### config.mk
export PLATFORM = sky130hd
export DESIGN_NAME = ram_port_arbiter
export DESIGN_NICKNAME = d
export VERILOG_FILES = /design/src/rtl/mem_arb_pkg.sv /design/src/rtl/ram_arb_picker.sv /design/src/rtl/ram_port_arbiter.sv
export SDC_FILE = /design/constraint.sdc
export NUM_CORES = 1
export LEC_CHECK = 0
export ABC_AREA = 1
export CAP_MARGIN = 20
export CORE_MARGIN = 10
export CORE_UTILIZATION = 66
export CTS_BUF_LIST = sky130_fd_sc_hd__clkbuf_16
export DETAILED_ROUTE_END_ITERATION = 12
export DONT_BUFFER_PORTS = 1
export GPL_TIMING_DRIVEN = 0
export PLACE_DENSITY = 0.83
export SLEW_MARGIN = 20
export SYNTH_ARGS = -nofsm -noshare
export SYNTH_HDL_FRONTEND = slang
export SYNTH_SLANG_ARGS = --single-unit
### constraint.sdc
create_clock -name clk -period 2.2 [get_ports clk]
set_clock_uncertainty 0.2 [all_clocks]
set_input_delay 0.33 -clock clk [delete_from_list [all_inputs] [get_ports clk]]
set_output_delay 0.33 -clock clk [all_outputs]
set_load 0.01 [all_outputs]
### src/rtl/mem_arb_pkg.sv
// Shared encodings for the RAM port A arbiter: FSM states, owner ids and wait-counter type.
package mem_arb_pkg;

   localparam logic [1:0] IDLE = 2'd0;
   localparam logic [1:0] ADDR = 2'd1;
   localparam logic [1:0] WAIT = 2'd2;
   localparam logic [1:0] RESP = 2'd3;

   localparam logic OWN_I = 1'b0;
   localparam logic OWN_D = 1'b1;

   localparam int CNT_W = 4;
   typedef logic [CNT_W-1:0] cnt_t;

   // WAIT_MIN is a 1..15 parameter; narrow it once here so callers need no casts.
   function automatic cnt_t waitLoad(input int waitMin);
      return cnt_t'(waitMin);
   endfunction

endpackage

### src/rtl/ram_arb_picker.sv
// Combinational grant selection between fetch (I) and data (D) requesters.
// RAM_ARB_ROUND_ROBIN_EN: ties go to the requester that did not own the last grant.
module ram_arb_picker
   import mem_arb_pkg::*;
(
   input  logic i_reqI,
   input  logic i_reqD,
`ifdef RAM_ARB_ROUND_ROBIN_EN
   input  logic i_lastOwner,
`endif
   output logic o_grantValid,
   output logic o_grantOwner
);

   always_comb begin
      o_grantValid = i_reqI | i_reqD;
      o_grantOwner = i_reqD ? OWN_D : OWN_I;
`ifdef RAM_ARB_ROUND_ROBIN_EN
      if (i_reqI && i_reqD) begin
         o_grantOwner = (i_lastOwner == OWN_D) ? OWN_I : OWN_D;
      end
`endif
   end

endmodule

### src/rtl/ram_port_arbiter.sv
// Shares RAM port A between instruction fetch and data load/store; all outputs registered.
// RAM_ARB_ROUND_ROBIN_EN selects round-robin tie breaking instead of D-over-I priority.
module ram_port_arbiter
   import mem_arb_pkg::*;
#(
   parameter int BUS_WIDTH = 8,
   parameter int WAIT_MIN  = 1
) (
   input  logic                 clk,
   input  logic                 reset,
   input  logic                 reqI,
   input  logic [BUS_WIDTH-1:0] addrI,
   output logic                 ackI,
   output logic [BUS_WIDTH-1:0] rdataI,
   input  logic                 reqD,
   input  logic                 weD,
   input  logic [BUS_WIDTH-1:0] addrD,
   input  logic [BUS_WIDTH-1:0] wdataD,
   output logic                 ackD,
   output logic [BUS_WIDTH-1:0] rdataD,
   output logic [BUS_WIDTH-1:0] memAddr,
   output logic [BUS_WIDTH-1:0] memDataIn,
   output logic                 memWriteEnable,
   input  logic [BUS_WIDTH-1:0] memOut,
   input  logic                 memBusy
);

   localparam cnt_t WAIT_LOAD = waitLoad(WAIT_MIN);

   logic [1:0] r_state;
   logic       r_owner;
   logic       r_we;
   cnt_t       r_cnt;
   logic       w_grantValid;
   logic       w_grantOwner;

`ifdef RAM_ARB_ROUND_ROBIN_EN
   logic       r_lastOwner;
`endif

   ram_arb_picker u_picker (
      .i_reqI       (reqI),
      .i_reqD       (reqD),
`ifdef RAM_ARB_ROUND_ROBIN_EN
      .i_lastOwner  (r_lastOwner),
`endif
      .o_grantValid (w_grantValid),
      .o_grantOwner (w_grantOwner)
   );

   // memAddr/memDataIn double as the latched request, so they are loaded at the grant
   // and simply held until the next one; write enable and acks default low every cycle.
   always_ff @(posedge clk) begin
      if (reset) begin
         r_state        <= IDLE;
         r_owner        <= OWN_I;
         r_we           <= 1'b0;
         r_cnt          <= '0;
         ackI           <= 1'b0;
         ackD           <= 1'b0;
         rdataI         <= '0;
         rdataD         <= '0;
         memAddr        <= '0;
         memDataIn      <= '0;
         memWriteEnable <= 1'b0;
`ifdef RAM_ARB_ROUND_ROBIN_EN
         r_lastOwner    <= OWN_D;
`endif
      end else begin
         ackI           <= 1'b0;
         ackD           <= 1'b0;
         memWriteEnable <= 1'b0;
         case (r_state)
            IDLE: begin
               if (w_grantValid) begin
                  r_owner <= w_grantOwner;
                  if (w_grantOwner == OWN_D) begin
                     r_we           <= weD;
                     memAddr        <= addrD;
                     memDataIn      <= wdataD;
                     memWriteEnable <= weD;
                  end else begin
                     r_we           <= 1'b0;
                     memAddr        <= addrI;
                     memDataIn      <= '0;
                  end
`ifdef RAM_ARB_ROUND_ROBIN_EN
                  r_lastOwner <= w_grantOwner;
`endif
                  r_state <= ADDR;
               end
            end
            ADDR: begin
               r_cnt   <= WAIT_LOAD;
               r_state <= WAIT;
            end
            WAIT: begin
               if (r_cnt != '0) begin
                  r_cnt <= r_cnt - 1'b1;
               end else if (!memBusy) begin
                  if (r_owner == OWN_D) begin
                     rdataD <= r_we ? memDataIn : memOut;
                     ackD   <= 1'b1;
                  end else begin
                     rdataI <= memOut;
                     ackI   <= 1'b1;
                  end
                  r_state <= RESP;
               end
            end
            RESP: begin
               r_state <= IDLE;
            end
            default: begin
               r_state <= IDLE;
            end
         endcase
      end
   end

endmodule
==> results.md, run 1 <==
* Nets at 322
* Run status: finished with violations
* H-tree Lvls at 2
* DR DRC count at 0
* Min Tclk post-route at 1.693 ns
* Critical path's top delay family: simple AND/OR/NAND/NOR gates
* Post-synthesis sequential area ratio at 46.21%
* Starting Density at roughly two thirds
* Syn avg cell area at 7.030 um^2
* Post-synth top flop: dfxtp_1
* Setup TNS at 0 ns
* Critical path arrival at 1.67 ns
* Post-DP Area at 1902 um^2
* Yosys top cell by area: dfxtp_1
* Total CTS buffers at 5
* Setup Buffers After CTS at 0
* Sink Count at 43
* Fin util at 79.41%
* RR Endpoint: rdataD[2]$_SDFFE_PP0P_
* Die Area at 5348 um^2
* Worst-skew pair later-pin latency at 0.28 ns
* Core area at 2734 um^2
* Synth Instances at 265
* Critical path depth in cells at 7
* Hold Slack at -0.0008577 ns
* Post-cts repair resize count at 0
* Wire length per cell at 15.91 um
* P&R area growth vs syn at 16.52%
* Final instance area at 2171 um^2
* GRT Resource Usage Total at 18.06%
* Die height at roughly 73 um
* Routability congestion estimate from global placement at 0.8288
* Antenna violations before repair at 0
* DRT Wirelength at 4965 um
* Worst r2r path cells at 7
* # IOs at 73
* Clock-pin slew on the worst setup and hold paths at approximately 0.060 ns
* Critical path type: flip-flop to flip-flop
* Asr flop ratio synth at 0%
* Least-Margin Pin Slew at ~0.44 ns
* Vias in the first global route at 1651
* CP peak stage delay at 0.32 ns
* Final setup violating endpoints at 0
* Fillers at 190
* Total Power at 0.002914 W
* Synth Area in Simple Gates at 33.24%
* Max-slew violations at 0
* CP cell instances: inv_1 -> ha_1 -> nand2_1 -> nor2_4 -> inv_2 -> nor2_1 -> nor2_1
* Critical Path Start Type: flip-flop
* DR iter-0 viols at 106
* VDD IR max at 1250 uV
* Worst Setup SP: r_state[0]$_SDFFE_PP0P_
* Failing checks: hold timing
* R2R Setup Slk at around 0.51 ns
* Slowest CP cell: dfxtp_1
* Final hold violation count at 1
* Worst r2r src: r_state[0]$_SDFFE_PP0P_
* Root buffer cell: clkbuf_16
* Most used cell, CP: nor2_1
* Most numerous cell in the Yosys netlist: nand2_1
* Buf/Inv on CP at 2
* Die Span X at roughly 73 um
* Synth Area in Adders at 2.686%
* DR vias/cell at between 5 and 6
* CTS tree: built
* RSZ-0062 raised after global routing: no
* Placed cell count at 296
* Max Freq at 0.5906 GHz
* Post-synthesis mux area share at 0%
* Post-synthesis net count at 307
* Final antenna-violating net count at 0
* Pre-antenna DRT Iters at 4
* Max-cap viol count at 0
* Largest family of logic cells by synthesized area: simple AND/OR/NAND/NOR gates
* Share of layout cells above drive strength 1 at 7.473%
* Top-area cell type share of the netlist area at 46.21%
* FP Rows at 19
* Final instance count without filler cells at ~310
* Critical Path End Type: flip-flop
* Flops & latches, synth at 43
* Top cells by area, synth: dfxtp_1, nand2_1, nor2_1
* Count of cell types in the netlist at 20
* YS warnings at 0
* CP required at 2.17 ns
* Clk buf depth at 2
* Largest net degree at the start of global routing at 14
* Synthesized cell area at 1863 um^2
* Worst hold-check path type: input pin to flip-flop
* Power per cell area at 1342 nW/um^2
* Compound-Gate Fraction of Synth Area at 11.89%
* Leakage at between 0.9 and 1 nW
* Antenna diode instance count at 0
* Port bufs at 0
* Synth cell count leaders: nand2_1, nor2_1, dfxtp_1, o21ai_0, inv_1
* Peak fanout along the critical path at 9
* Max_slew headroom at 70.65%
* EDFF count, synth at 0
* XOR/XNOR Fraction of Synth Area at 0%
* Grt total ovfl at 0
* Final period util at 76.97%
* First-pass GRT wire length at 7714 um
* Final HPWL DP at 3475 um
* Via count at 1709
* End point of the critical path: rdataD[2]$_SDFFE_PP0P_
==> worst min path at each step <==
stage | startpoint | endpoint | slack, ns | depth (start not counted)
after CTS | wdataD[4] | memDataIn[4]$_SDFFE_PP0P_ | 0.0002 | 2
final | wdataD[6] | memDataIn[6]$_SDFFE_PP0P_ | -0.0009 | 2
after detailed placement | wdataD[7] | memDataIn[7]$_SDFFE_PP0P_ | 0.29 | 2
after global routing | wdataD[6] | memDataIn[6]$_SDFFE_PP0P_ | 0.008 | 2
after global placement | wdataD[6] | memDataIn[6]$_SDFFE_PP0P_ | 0.28 | 2
after floorplan | r_cnt[1]$_SDFFE_PP0P_ | r_cnt[1]$_SDFFE_PP0P_ | 0.27 | 2
==> kinds of logic (layout without fill, tap and decap cells) <==
family / after synthesis / in the layout
AOI/OAI and AO/OA: 43 / 43
buffers and inverters: 28 / 44
adders and majority gates: 4 / 4
and+or+nand+nor: 147 / 147
DFF: 43 / 43
==> per-layer routing <==
layer	track usage, %	vias up	share of wire [%]
met1	20.14	764	39
li1	-	870	-
met5	0	-	0
met4	8.228	0	2.0
met2	29.04	66	49
met3	7.619	9	10
==> layout make-up <==
type / instances / area [um^2] / area share (%)
plain buffers: 8 / 36.28 / 1.671
repair buffers: 8 / 80.08 / 3.689
well taps: 31 / 38.79 / 1.787
flip-flops and latches: 43 / 860.8 / 39.65
clock buffers: 5 / 125.1 / 5.764
inverters: 20 / 75.07 / 3.458
multi-input cells: 194 / 890.9 / 41.04
clock inverters: 3 / 63.81 / 2.939
==> metrics by stage <==
stage,setup WS [ns],hold WS [ns]
2_1_floorplan,0.7805,0.2744
3_3_place_gp,0.6109,0.2819
3_5_place_dp,0.5672,0.2853
4_1_cts,0.4802,0.0002052
5_1_grt,0.3750,0.008244
6_report,0.5067,-0.0008577
==> worst register-to-register path, stage by stage, from the launching register on <==
cell,delay (ns)
dfxtp_1,0.32
inv_1,0.09
ha_1,0.30
nand2_1,0.14
nor2_4,0.22
inv_2,0.13
nor2_1,0.13
nor2_1,0.06
==> layout by cell type, fill, tap and decap left out, drive strengths merged <==
cell and instances:
a21oi 15, clkinv 1, buf 5, nor3 2, inv 20, clkbuf 8, nor4 1, bufinv 2
or2 1, ha 4, nand3 11, dfxtp 43, o211ai 1, nor2 60, dlygate4sd3 8, o21ai 27
nand2 72
==> report_power, final <==
group | total [W] | switching, W | internal [W]
sequential | 0.00115 | 0.000198 | 0.000955
clock | 0.000935 | 0.000289 | 0.000646
combinational | 0.000827 | 0.000546 | 0.000280
total | 0.00291 | 0.00103 | 0.00188
==> registers in the layout, indices dropped and copies added (netlist names) <==
register        count
ackI                1
ackD                1
r_cnt               4
r_state             2
rdataD              8
r_owner             1
memWriteEnable      1
memAddr             8
r_we                1
memDataIn           8
rdataI              8
==> timing repair <==
action / in CTS / in global routing
setup endpoints to repair: 0 / 0
hold endpoints to repair: 5 / 3
hold buffers: 5 / 3
No activity file was read; power rests on OpenSTA's default activity.
==> run 2: changes to the inputs <==
--- a/config.mk
+++ b/config.mk
@@ -8,12 +8,12 @@
 export ABC_AREA = 1
 export CAP_MARGIN = 20
 export CORE_MARGIN = 10
-export CORE_UTILIZATION = 66
+export CORE_UTILIZATION = 55
 export CTS_BUF_LIST = sky130_fd_sc_hd__clkbuf_16
 export DETAILED_ROUTE_END_ITERATION = 12
 export DONT_BUFFER_PORTS = 1
 export GPL_TIMING_DRIVEN = 0
-export PLACE_DENSITY = 0.83
+export PLACE_DENSITY = 0.74
 export SLEW_MARGIN = 20
 export SYNTH_ARGS = -nofsm -noshare
 export SYNTH_HDL_FRONTEND = slang
==> constraint.sdc (replaced) <==
create_clock -name clk -period 1.55 [get_ports clk]
set_clock_uncertainty 0.2 [all_clocks]
set_input_delay 0.2325 -clock clk [delete_from_list [all_inputs] [get_ports clk]]
set_output_delay 0.2325 -clock clk [all_outputs]
set_load 0.01 [all_outputs]
==> results.md, run 2 (synthesized netlist as in run 1, its figures left out) <==
* Commonest cells after routing, fill and taps aside: nand2_1, nor2_1, dfxtp_1, o21ai_0
* GRT Resource Usage Total at 16.07% (-2.0 points)
* Critical path type: flip-flop to flip-flop
* Leakage at 0.9731 nW (+0.95%)
* Clock-pin slew on the worst setup and hold paths at 0.06 ns (about the same)
* Die height at 78.20 um (+6.9%)
* Core area at 3311 um^2 (+21%)
* Placement-stage worst setup slack at -0.07511 ns (-0.6423 ns)
* Port bufs at 0 (unchanged)
* Min Tclk post-route at 1.455 ns (-0.2378 ns)
* CTS tree: built
* DR DRC count at 0 (unchanged)
* Peak fanout along the critical path at 5 (-4)
* Routability congestion estimate from global placement at 0.8074 (-2.6%)
* Max-slew violations at 0 (unchanged)
* Logic pwr share at 33.9% (+5.5 points)
* Buf/Inv on CP at 2 (unchanged)
* Slowest CP cell: dfxtp_2
* RSZ-0062 raised after global routing: yes
* Critical path's top delay family: simple AND/OR/NAND/NOR gates
* P&R area growth vs syn at 20.01%
* H-tree Lvls at 2 (unchanged)
* Total CTS buffers at 5 (unchanged)
* Wire length per cell at 14.68 um (-7.8%)
* Worst hold-check path type: input pin to flip-flop
* CP required at 1.57 ns (-0.60 ns)
* Max Freq at 0.6871 GHz (+16%)
* Pre-antenna DRT Iters at 4 (unchanged)
* First-pass GRT wire length at 8017 um (+3.9%)
* DR vias/cell at 5.190 (-5.2%)
* DRT Wirelength at 4858 um (-2.2%)
* VDD IR max at 914.9 uV (-27%)
* # IOs at 73 (unchanged)
* Grt total ovfl at 0 (unchanged)
* Antenna diode instance count at 0 (unchanged)
* Starting Density at 56.27% (-12 points)
* Nets at 326 (+1.2%)
* Max_slew headroom at 71.27% (+0.62 points)
* Final period util at 93.90% (+17 points)
* Final HPWL DP at 3560 um (+2.4%)
* CP cell instances: inv_1 -> ha_4 -> nand3_4 -> nor2_4 -> buf_4 -> o21ai_0 -> nor2_1
* NetSw at 0.001478 W (+43%)
* Final hold violation count at 0 (-1)
* Die Span X at 78.20 um (+6.9%)
* Critical path arrival at 1.48 ns (-0.19 ns)
* Fillers at 313 (+65%)
* CP peak stage delay at 0.32 ns (about the same)
* P_int at 0.002462 W (+31%)
* Sequential power share at 41.7% (+2.2 points)
* Net switching fraction of the power at 37.52% (+2.1 points)
* Largest net degree at the start of global routing at 13 (-1)
* Final Worst Setup Slack at 0.09453 ns (-0.4122 ns)
* Sink Count at 43 (unchanged)
* Least-Margin Pin Slew at 0.4310 ns (-0.009259 ns)
* FP Rows at 21 (+2)
* Worst-skew pair later-pin latency at 0.28 ns (about the same)
* Commonest non-fill, non-tap cell in the layout: nand2_1
* Clk pwr share at 24.4% (-7.7 points)
* Root buffer cell: clkbuf_16
* Share of layout cells above drive strength 1 at 11.58% (+4.1 points)
* Final setup violating endpoints at 0 (unchanged)
* DR iter-0 viols at 112 (+5.7%)
* Critical Path Start Type: flip-flop
* Max-cap viol count at 0 (unchanged)
* Via count at 1718 (+0.53%)
* Setup TNS at 0 ns (unchanged)
* Clk buf depth at 2 (unchanged)
* Final antenna-violating net count at 0 (unchanged)
* Die Area at 6115 um^2 (+14%)
* Run status: finished clean
* Vias in the first global route at 1692 (+2.5%)
* Critical Path End Type: flip-flop
* Antenna violations before repair at 0 (unchanged)
* Power per cell area at 1762 nW/um^2 (+31%)
[run 2: final timing paths]
check | start | to | slack, ns | depth (start not counted)
worst max-delay path | r_cnt[1]$_SDFFE_PP0P_ | rdataD[6]$_SDFFE_PP0P_ | 0.09 | 7
worst min-delay path | addrI[0] | memAddr[0]$_SDFFE_PP0P_ | 0.006 | 4
worst max register to register | r_cnt[1]$_SDFFE_PP0P_ | rdataD[6]$_SDFFE_PP0P_ | 0.09 | 7
worst min register to register | r_cnt[1]$_SDFFE_PP0P_ | r_cnt[1]$_SDFFE_PP0P_ | 0.29 | 2
[run 2: layer usage]
layer	vias to the layer above	routed length [um]	global-route usage, %
li1	875	-	-
met1	771	1884	17.11
met2	65	2341	25.99
met3	7	562	8.998
met4	0	70	6.272
met5	-	0	0
[run 2: layout make-up]
type / count / area, um^2 / share of cell area [%]
Buffer: 7 / 38.79 / 1.735
Timing Repair Buffer: 13 / 132.6 / 5.932
Clock buffer: 5 / 125.1 / 5.596
Multi-Input combinational cell: 194 / 925.9 / 41.41
Sequential cell: 43 / 864.6 / 38.67
Clock inverter: 3 / 11.26 / 0.5036
Inverter: 20 / 80.08 / 3.581
Tap cell: 46 / 57.56 / 2.574
[run 2: power groups by stage]
stage / sequential, W / clock (W) / combinational, W
finish: 0.00164 / 0.000963 / 0.00134
global route: 0.00168 / 0.00104 / 0.00154
CTS: 0.00163 / 0.000985 / 0.00122
detailed placement: 0.00166 / 0 / 0.00114
global placement: 0.00165 / 0 / 0.00111
floorplan: 0.00159 / 0 / 0.000934
[run 2: tightest hold or removal path, cell delays in order]
cell and delay [ns]:
nand2_1 0.03, nand2_1 0.04, o21ai_0 0.07, nor2_1 0.07
[run 2: timing repair]
item                       in CTS  in global routing
pin swaps                       3                  2
hold buffers                    9                  0
hold endpoints to repair       10                  0
gates cloned                    0                  1
gates resized for setup         5                 13
setup endpoints to repair      27                 35
buffers inserted                3                  0
[run 2: metrics by stage]
step	utilization (%)	instances	cell area [um^2]	hold WS [ns]	total power (W)
final	67.54	331	2236	0.005719	0.003941
after global routing	67.54	331	2236	0.03894	0.004261
after CTS	66.18	331	2191	0.006693	0.003841
after detailed placement	58.01	311	1921	0.1873	0.002799
after global placement	58.01	311	1921	0.1869	0.002763
after floorplan	-	265	1863	0.1773	0.002528
